==> src/rtl/dmem_byte_arbiter.sv <==
// Two-port arbiter in front of the byte-wide data memory.
// Word/halfword/byte accesses are split into little-endian byte cycles.
module dmem_byte_arbiter #(
  parameter int ADDR_WIDTH = 32,
  parameter bit RR_ENABLE  = 1'b1
) (
  input  logic                  clk,
  input  logic                  rst,
  input  logic                  req0,
  input  logic                  req1,
  input  logic                  rw0,
  input  logic                  rw1,
  input  logic [1:0]            type0,
  input  logic [1:0]            type1,
  input  logic [ADDR_WIDTH-1:0] addr0,
  input  logic [ADDR_WIDTH-1:0] addr1,
  input  logic [31:0]           wdata0,
  input  logic [31:0]           wdata1,
  output logic                  ack0,
  output logic                  ack1,
  output logic [31:0]           rdata0,
  output logic [31:0]           rdata1,
  output logic                  err,
  output logic                  busy,
  output logic [ADDR_WIDTH-1:0] m_addr,
  output logic [7:0]            m_wdata,
  output logic                  m_we,
  input  logic [7:0]            m_rdata
);

  typedef enum logic [1:0] {
    IDLE = 2'd0,
    XFER = 2'd1,
    DONE = 2'd2
  } state_t;

  state_t state, state_d;

  logic                  gnt_q;
  logic                  last_q;
  logic                  rw_q;
  logic                  err_q;
  logic [1:0]            cnt_q;
  logic [1:0]            end_q;
  logic [31:0]           wdata_q;
  logic [31:0]           asm_q;
  logic [31:0]           asm_nxt;
  logic [31:0]           rdata0_q;
  logic [31:0]           rdata1_q;
  logic [ADDR_WIDTH-1:0] base_q;

  logic                  any_req;
  logic                  sel1;
  logic                  s_rw;
  logic [1:0]            s_type;
  logic [1:0]            s_end;
  logic [ADDR_WIDTH-1:0] s_addr;
  logic [ADDR_WIDTH-1:0] s_base;
  logic [31:0]           s_wdata;
  logic                  last_byte;

  assign any_req = req0 | req1;

  // Round-robin hands a tie to the port that did not win last time.
  assign sel1 = RR_ENABLE ? (req1 & (~req0 | ~last_q))
                          : (req1 & ~req0);

  always_comb begin
    s_rw    = rw0;
    s_type  = type0;
    s_addr  = addr0;
    s_wdata = wdata0;
    if (sel1) begin
      s_rw    = rw1;
      s_type  = type1;
      s_addr  = addr1;
      s_wdata = wdata1;
    end
  end

  always_comb begin
    s_base = s_addr;
    s_end  = 2'd0;
    unique case (s_type)
      2'b00: begin
        s_base[1:0] = 2'b00;
        s_end       = 2'd3;
      end
      2'b01: begin
        s_base[0] = 1'b0;
        s_end     = 2'd1;
      end
      default: ;
    endcase
  end

  assign last_byte = (cnt_q == end_q);

  always_comb begin
    asm_nxt = asm_q;
    asm_nxt[{cnt_q, 3'b000} +: 8] = m_rdata;
  end

  always_ff @(posedge clk) begin
    if (!rst) state <= IDLE;
    else      state <= state_d;
  end

  always_comb begin
    state_d = state;
    m_addr  = '0;
    m_wdata = '0;
    m_we    = 1'b0;
    ack0    = 1'b0;
    ack1    = 1'b0;
    err     = 1'b0;
    busy    = 1'b0;
    unique case (state)
      IDLE: begin
        if (any_req)
          state_d = (s_type == 2'b11) ? DONE : XFER;
      end
      XFER: begin
        busy    = 1'b1;
        m_addr  = base_q + ADDR_WIDTH'(cnt_q);
        m_wdata = wdata_q[{cnt_q, 3'b000} +: 8];
        m_we    = rw_q;
        if (last_byte) state_d = DONE;
      end
      DONE: begin
        busy    = 1'b1;
        ack0    = ~gnt_q;
        ack1    = gnt_q;
        err     = err_q;
        state_d = IDLE;
      end
      default: state_d = IDLE;
    endcase
  end

  always_ff @(posedge clk) begin
    if (!rst) begin
      gnt_q    <= 1'b0;
      last_q   <= 1'b1;
      rw_q     <= 1'b0;
      err_q    <= 1'b0;
      cnt_q    <= 2'd0;
      end_q    <= 2'd0;
      wdata_q  <= '0;
      asm_q    <= '0;
      base_q   <= '0;
      rdata0_q <= '0;
      rdata1_q <= '0;
    end else begin
      unique case (1'b1)
        (state == IDLE): begin
          if (any_req) begin
            gnt_q   <= sel1;
            last_q  <= sel1;
            rw_q    <= s_rw;
            err_q   <= (s_type == 2'b11);
            cnt_q   <= 2'd0;
            end_q   <= s_end;
            wdata_q <= s_wdata;
            base_q  <= s_base;
            asm_q   <= '0;
          end
        end
        (state == XFER): begin
          cnt_q <= cnt_q + 2'd1;
          if (!rw_q) asm_q <= asm_nxt;
          // Final byte lands in rdata on the edge that raises ack.
          if (!rw_q && last_byte) begin
            if (gnt_q) rdata1_q <= asm_nxt;
            else       rdata0_q <= asm_nxt;
          end
        end
        (state == DONE): begin
          err_q <= 1'b0;
        end
        default: ;
      endcase
    end
  end

  assign rdata0 = rdata0_q;
  assign rdata1 = rdata1_q;

endmodule

==> config.mk <==
export PLATFORM = sky130hd
export DESIGN_NAME = dmem_byte_arbiter
export DESIGN_NICKNAME = d
export VERILOG_FILES = /design/src/rtl/dmem_byte_arbiter.sv
export SDC_FILE = /design/constraint.sdc
export NUM_CORES = 1
export LEC_CHECK = 0
export CORE_MARGIN = 2
export CORE_UTILIZATION = 48
export DETAILED_ROUTE_END_ITERATION = 10
export PLACE_DENSITY = 0.81
export SYNTH_ARGS = -nofsm -noshare
export SYNTH_HDL_FRONTEND = slang
export SYNTH_SLANG_ARGS = --single-unit
==> constraint.sdc <==
create_clock -name clk -period 3.3 [get_ports clk]
set_input_delay 0.66 -clock clk [delete_from_list [all_inputs] [get_ports clk]]
set_output_delay 0.66 -clock clk [all_outputs]
set_load 0.005 [all_outputs]
==> results.py, run 1 <==
metrics = {
    "sta": {
        "drv_slew": 0,
        "slew_headroom_pct": 50.1,
        "post-route-period-util_pct": 97.6,
        "fin_crit_ns": 3.22,
        "setup-violations-final": 0,
        "final.setup.tns_ns": 0,
        "finalClockSkew_ns": 0.00634,
        "hold_violations": 0,
        "max_freq_mhz": 311,
        "worst_pin_slew_ns": 0.738,
    },
    "setup_path": {
        "crit_fanout": 4,
        "path_class": "register to output port",
        "critPathMaxStageDelay_ns": 0.48,
        "cp-start-kind": "register",
        "cp-end-kind": "output port",
        "crit_required_ns": 2.64,
        "worst_path_max_delay_cell": "or4_1",
        "crit_chain": "ha_1, a21oi_2, or3_4, buf_4, or4_1, a21oi_1, dlygate4sd2_1",
        "cp.arrival_ns": 2.56,
    },
    "route": {
        "drc": 0,
        "ant_nets": 0,
        "drt-total-wl_um": 25000,
        "vias": 7896,
        "drt-initial-drc-count": 664,
        "wl_per_cell_um": 17.9,
        "vias_per_cell": 5.66,
        "dr.pass1.iters": 5,
    },
    "outcome": {
        "outcome": "complete, no violations",
    },
    "synthesis": {
        "synthesis.instances": 918,
        "syn-cell-area_sq_um": 8520,
        "synth_edf_count": 0,
        "syn_nets": 1075,
        "synth_xor_area_share_pct": 1.44,
        "synth.distinct_cells": 48,
        "synthFlopType": "dfxtp_1",
        "postSynthAreaPerCell_sq_um": 9.28,
        "synth_top_area_cell": "dfxtp_1",
        "synth_top_cells_by_area": "dfxtp_1 (40%), o211a_1 (15%), mux2i_1 (7.8%)",
        "synth-compound-area-share_pct": 24.0,
        "ys_ff_latch": 170,
        "postSynth.asyncResetShare_pct": 0,
        "synthMuxAreaShare_pct": 10.0,
        "synth_common_cells": "dfxtp_1 (170), nand2_1 (148), o211a_1 (127), mux2i_1 (66), clkbuf_1 (59)",
        "yosysMostFrequentCell": "dfxtp_1",
        "synth_top_area_share_pct": 39.9,
        "synth_simple_gate_area_share_pct": 19.0,
        "ys_seq_area_share_pct": 39.9,
        "synth_top_family_by_area": "compound AO/OA/AOI/OAI gates",
        "synth-adder-area-share_pct": 1.70,
        "synth_warnings": 0,
    },
    "global_route": {
        "grt_pass1_wl_um": 37800,
        "grt_max_degree": 65,
        "antenna_found_initial": 1,
        "overflow": 0,
        "globalRouteTotalUtil_pct": 25.7,
        "grt_pass1_vias": 7307,
    },
    "finish": {
        "nFillCells": 1352,
        "stdcell_area_sq_um": 12200,
        "register_area_sq_um": 3410,
        "syn_to_final_growth_pct": 42.6,
        "nNetsFinal": 1312,
        "layout-drive-gt1-share_pct": 10.1,
        "multi_input_area_sq_um": 4900,
    },
    "power_and_ir_drop": {
        "power_density_nw_per_um2": 501,
        "vdd_drop_max_v": 0.000386,
        "power.leakage_nw": 5.78,
    },
    "floorplan": {
        "rows": 48,
        "io_pins": 255,
        "initial_core_util_pct": 49.1,
        "coreArea_sq_um": 17400,
        "die-width_um": 137,
        "die_area_sq_um": 18800,
        "die_h_um": 137,
    },
    "cts": {
        "cts_hold_repair.buffers": 0,
        "clock_latency_ns": 0.43,
        "cts_sinks": 170,
        "clkTransAtPathRegs_ns": 0.06,
        "cts_tree": "yes",
        "ctsRootBufferMaster": "clkbuf_16",
        "cts_made_buffers": 17,
        "clockBufferDepth": 2,
        "ctsHtreeMaxLevel": 4,
    },
    "worst_hold_path": {
        "hp-class": "register to register",
    },
    "place": {
        "dpl_cell_area_sq_um": 11400,
        "dp_hpwl_um": 17900,
        "port_buffers": 254,
        "place_congestion": 0.927,
    },
    "run": {
        "max_cap_viol_count": 0,
    },
}
cells in the final DEF (no fill, tap or decap), drive strengths merged, types with 9 or more instances in the layout:
master and count:
clkdlybuf4s50 232, dfxtp 170, nand2 148, o211a 127
mux2i 66, a21oi 51, and2 44, buf 44
nor2b 35, o2bb2ai 32, clkbuf 22, nor2 17
o21ai 13, inv 13, nand4 12, or4 12
dlygate4sd2 11, ha 10, o31ai 9, or3 9
nand3 9
flip-flops by register name, indices dropped and copies added, names as in the netlist:
name and count:
rdata0 32, asm_q 32, err_q 1, rw_q 1, base_q 32, cnt_q 2
state 2, wdata_q 32, last_q 1, rdata1 32, end_q 2, gnt_q 1
final timing paths:
check | start | end | slack [ns] | cells after the start
setup reg to reg | cnt_q[0]$_SDFFE_PN0P_ | asm_q[19]$_SDFFE_PN0P_ | 0.71 | 8
hold reg to reg | rdata1[22]$_SDFFE_PN0P_ | rdata1[22]$_SDFFE_PN0P_ | 0.50 | 1
setup / recovery | base_q[1]$_SDFFE_PN0P_ | m_addr[21] | 0.08 | 7
hold / removal | rdata1[22]$_SDFFE_PN0P_ | rdata1[22]$_SDFFE_PN0P_ | 0.50 | 1
report_power, final:
group / internal, W / switching (W)
Sequential: 0.00228 / 0.000195
Combinational: 0.000758 / 0.000713
Clock: 0.00130 / 0.000844
logic make-up after synthesis:
logic type      Yosys count
mux                      75
xor+xnor                 14
fa+ha+maj                11
buf+inv                  86
simple gates            316
compound gates          246
flops                   170
layout make-up:
cell class	count	area share, %
clock inverter	13	1.58
antenna	1	0.0206
timing repair buffer	294	23.8
tap	225	2.32
clock buffer	19	3.64
inverter	10	0.309
multi-input combinational	662	40.3
sequential	170	28.1
worst max-delay path, delay by kind of cell, from the launching register on:
kind	cells	cell delay, ns
buffers and inverters	2	0.39
AO/OA/AOI/OAI	2	0.23
adder cells (fa/ha/maj)	1	0.29
AND/OR/NAND/NOR	2	0.88
flip-flops	1	0.34
timing repair:
action / in CTS / in global routing
endpoints found under the setup margin: 19 / 11
setup buffers: 6 / 2
gates resized for setup: 43 / 22
endpoints found under the hold margin: 0 / 0
pin swaps: 3 / 5
routing by layer:
metal	vias to the layer above	global-route usage, %	wire [um]
met5	-	0	0
met4	0	8.99	506
met3	34	6.92	2180
met2	335	42.6	11800
met1	3716	32.4	10500
li1	3811	-	-
per-stage QoR:
stage | setup slack, ns | power, W | hold WS (ns) | utilization [%] | cells
2_1_floorplan | 0.361 | 0.00327 | 0.453 | - | 918
3_3_place_gp | 0.0418 | 0.00395 | 0.474 | 65.7 | 1353
3_5_place_dp | 0.0206 | 0.00397 | 0.484 | 65.7 | 1353
4_1_cts | -0.00670 | 0.00610 | 0.500 | 69.8 | 1391
5_1_grt | -0.00903 | 0.00636 | 0.509 | 70.0 | 1394
6_report | 0.0807 | 0.00609 | 0.496 | 70.0 | 1394
Power figures use the tool's default switching activity.
==> run 2, diff against run 1 <==
Settings changed: ABC_CLOCK_PERIOD_IN_PS set to 3300.
==> results of run 2 <==
Final layout, timing and power as in run 1 (identical DEF).
==> run 3, diff against run 2 <==
Settings changed: CORE_MARGIN 2 to 1.5.
==> run 3 against run 2 <==
  * Worst setup slack lost 0.030 ns
  * Count of clock-buffer cells in the layout unchanged
  * Sequential share of layout area is essentially flat
  * Global-route usage grew 0.56 points
  * Total power barely moved
  * Register-to-register slack got worse by 0.24 ns
  * First-iteration DRC count decreased by 9.9%
  * Hold slack improved by 0.0025 ns
  * Critical path type unchanged
==> results.py, run 3 (synthesis results as in run 1) <==
metrics = {
    "sta": {
        "hold_ws_ns": 0.499,
        "drv_slew": 0,
        "finalClockSkew_ns": 0.00849,
        "fin_crit_ns": 3.25,
        "rsz0062_at_grt": "yes",
        "hold_violations": 0,
        "max_freq_mhz": 308,
        "slew_headroom_pct": 21.1,
        "setup-violations-final": 0,
        "post-route-period-util_pct": 98.5,
        "setup_ws_ns": 0.0505,
        "worst_pin_slew_ns": 1.17,
    },
    "cts": {
        "cts_hold_repair.buffers": 0,
        "clkTransAtPathRegs_ns": 0.06,
        "ctsRootBufferMaster": "clkbuf_16",
        "cts_made_buffers": 17,
        "cts_sinks": 170,
        "clock_latency_ns": 0.43,
        "ctsHtreeMaxLevel": 4,
        "cts_tree": "yes",
        "clockBufferDepth": 2,
    },
    "worst_hold_path": {
        "hp-class": "register to register",
    },
    "global_route": {
        "overflow": 0,
        "grt_max_degree": 76,
        "globalRouteTotalUtil_pct": 26.3,
        "antenna_found_initial": 3,
        "grt_pass1_wl_um": 38000,
        "grt_pass1_vias": 7309,
    },
    "setup_path": {
        "path_buf_inv": 3,
        "critPathMaxStageDelay_ns": 0.51,
        "crit_path_start": "base_q[1]$_SDFFE_PN0P_",
        "worst_path_max_delay_cell": "clkdlybuf4s50_1",
        "r2r_slack_ns": 0.47,
        "crit_required_ns": 2.64,
        "worstRegToRegCells": 7,
        "cp.depth": 8,
        "path_class": "register to output port",
        "crit_end": "m_addr[9]",
        "regToRegStartpoint": "cnt_q[0]$_SDFFE_PN0P_",
        "r2r_end": "asm_q[16]$_SDFFE_PN0P_",
        "cp-start-kind": "register",
        "cp-end-kind": "output port",
        "crit_chain": "ha_1, a21oi_2, or3_4, buf_2, buf_4, xor2_1, nor2_1, clkdlybuf4s50_1",
        "path_delay_family": "buffers and inverters",
        "cp.arrival_ns": 2.59,
        "crit_fanout": 6,
    },
    "place": {
        "port_buffers": 254,
        "dpl_worst_slack_ns": 0.0000155,
        "dp_hpwl_um": 17700,
        "place_congestion": 0.971,
        "dpl_cell_area_sq_um": 11300,
        "dp_cells": 1348,
    },
    "outcome": {
        "outcome": "complete, no violations",
    },
    "finish": {
        "mostFrequentLayoutCell": "clkdlybuf4s50_1",
        "stdcell_area_sq_um": 12200,
        "layout-drive-gt1-share_pct": 10.9,
        "finalNonFillerCells": 1394,
        "syn_to_final_growth_pct": 42.7,
        "register_area_sq_um": 3420,
        "multi_input_area_sq_um": 4940,
        "nNetsFinal": 1310,
        "nFillCells": 1332,
        "final_cell_mix": "clkdlybuf4s50_1 (232), dfxtp_1 (159), nand2_1 (148), o211a_1 (127), mux2i_1 (66)",
    },
    "power_and_ir_drop": {
        "power_density_nw_per_um2": 501,
        "vdd_drop_max_v": 0.000356,
        "power.leakage_nw": 5.77,
    },
    "floorplan": {
        "coreArea_sq_um": 17300,
        "die-width_um": 136,
        "initial_core_util_pct": 49.3,
        "io_pins": 255,
        "die_area_sq_um": 18600,
        "rows": 48,
        "die_h_um": 136,
    },
    "route": {
        "drc": 0,
        "dr.pass1.iters": 5,
        "ant_nets": 0,
        "vias": 7890,
        "drt-initial-drc-count": 598,
        "vias_per_cell": 5.66,
        "drt-total-wl_um": 25400,
        "wl_per_cell_um": 18.2,
    },
    "run": {
        "max_cap_viol_count": 0,
    },
}
[run 3: cell count changes in the layout (fill, tap and decap cells not counted), moves of 2 or more]
cell      previous run  this run
xor2_1               8         5
xor2_2               0         3
a21oi_1             46        44
buf_12               6         3
diode_2              1         3
buf_2                3         6
a21oi_2              5         7
dfxtp_2              7        11
clkbuf_2             3         1
dfxtp_1            163       159
[run 3: repair_timing]
action                     in CTS  in global routing
pin swaps                      11                 10
setup endpoints to repair      21                 11
setup buffers                   9                  2
resized for setup              65                 15
[run 3: where the power goes]
| part | switching, W | leakage [nW] | internal, W | total [W] |
|---|---|---|---|---|
| Sequential | 0.000203 | 1.39 | 0.00228 | 0.00249 |
| Combinational | 0.000713 | 4.07 | 0.000734 | 0.00145 |
| Clock | 0.000844 | 0.303 | 0.00131 | 0.00216 |
[run 3: stage by stage]
step / power (W) / setup TNS (ns) / util [%]
CTS: 0.00611 / -0.0472 / 70.0
global route: 0.00635 / -0.0490 / 70.3
finish: 0.00609 / 0 / 70.3
detailed placement: 0.00394 / 0 / 65.5
global placement: 0.00391 / 0 / 65.5
floorplan: 0.00327 / 0 / -
[run 3: cell type report]
cell class | instances | area share [%]
Antenna cell | 3 | 0.0617
Tap cell | 225 | 2.31
Sequential cell | 170 | 28.1
Multi-Input combinational cell | 662 | 40.7
Inverter | 10 | 0.309
Timing Repair Buffer | 292 | 23.3
Clock inverter | 13 | 1.56
Clock buffer | 19 | 3.72
[run 3: how the worst min path moves through the flow]
stage                                         from                       end  slack [ns]  cells after the start
after CTS                 wdata_q[19]$_SDFFE_PN0P_  wdata_q[19]$_SDFFE_PN0P_        0.50                      1
after global placement       end_q[0]$_SDFFE_PN0P_     end_q[0]$_SDFFE_PN0P_        0.47                      2
after detailed placement     end_q[0]$_SDFFE_PN0P_     end_q[0]$_SDFFE_PN0P_        0.48                      2
after global routing      wdata_q[24]$_SDFFE_PN0P_  wdata_q[24]$_SDFFE_PN0P_        0.52                      1
final                      rdata1[24]$_SDFFE_PN0P_   rdata1[24]$_SDFFE_PN0P_        0.50                      1
after floorplan              end_q[0]$_SDFFE_PN0P_     end_q[0]$_SDFFE_PN0P_        0.45                      2
[run 3: layer usage]
metal  GRT usage [%]  up-vias  wire, um
met5               0        -         0
met4            8.92        0       497
met3            6.45       37      2100
met2            43.8      318     12100
met1            33.2     3720     10700
li1                -     3815         -
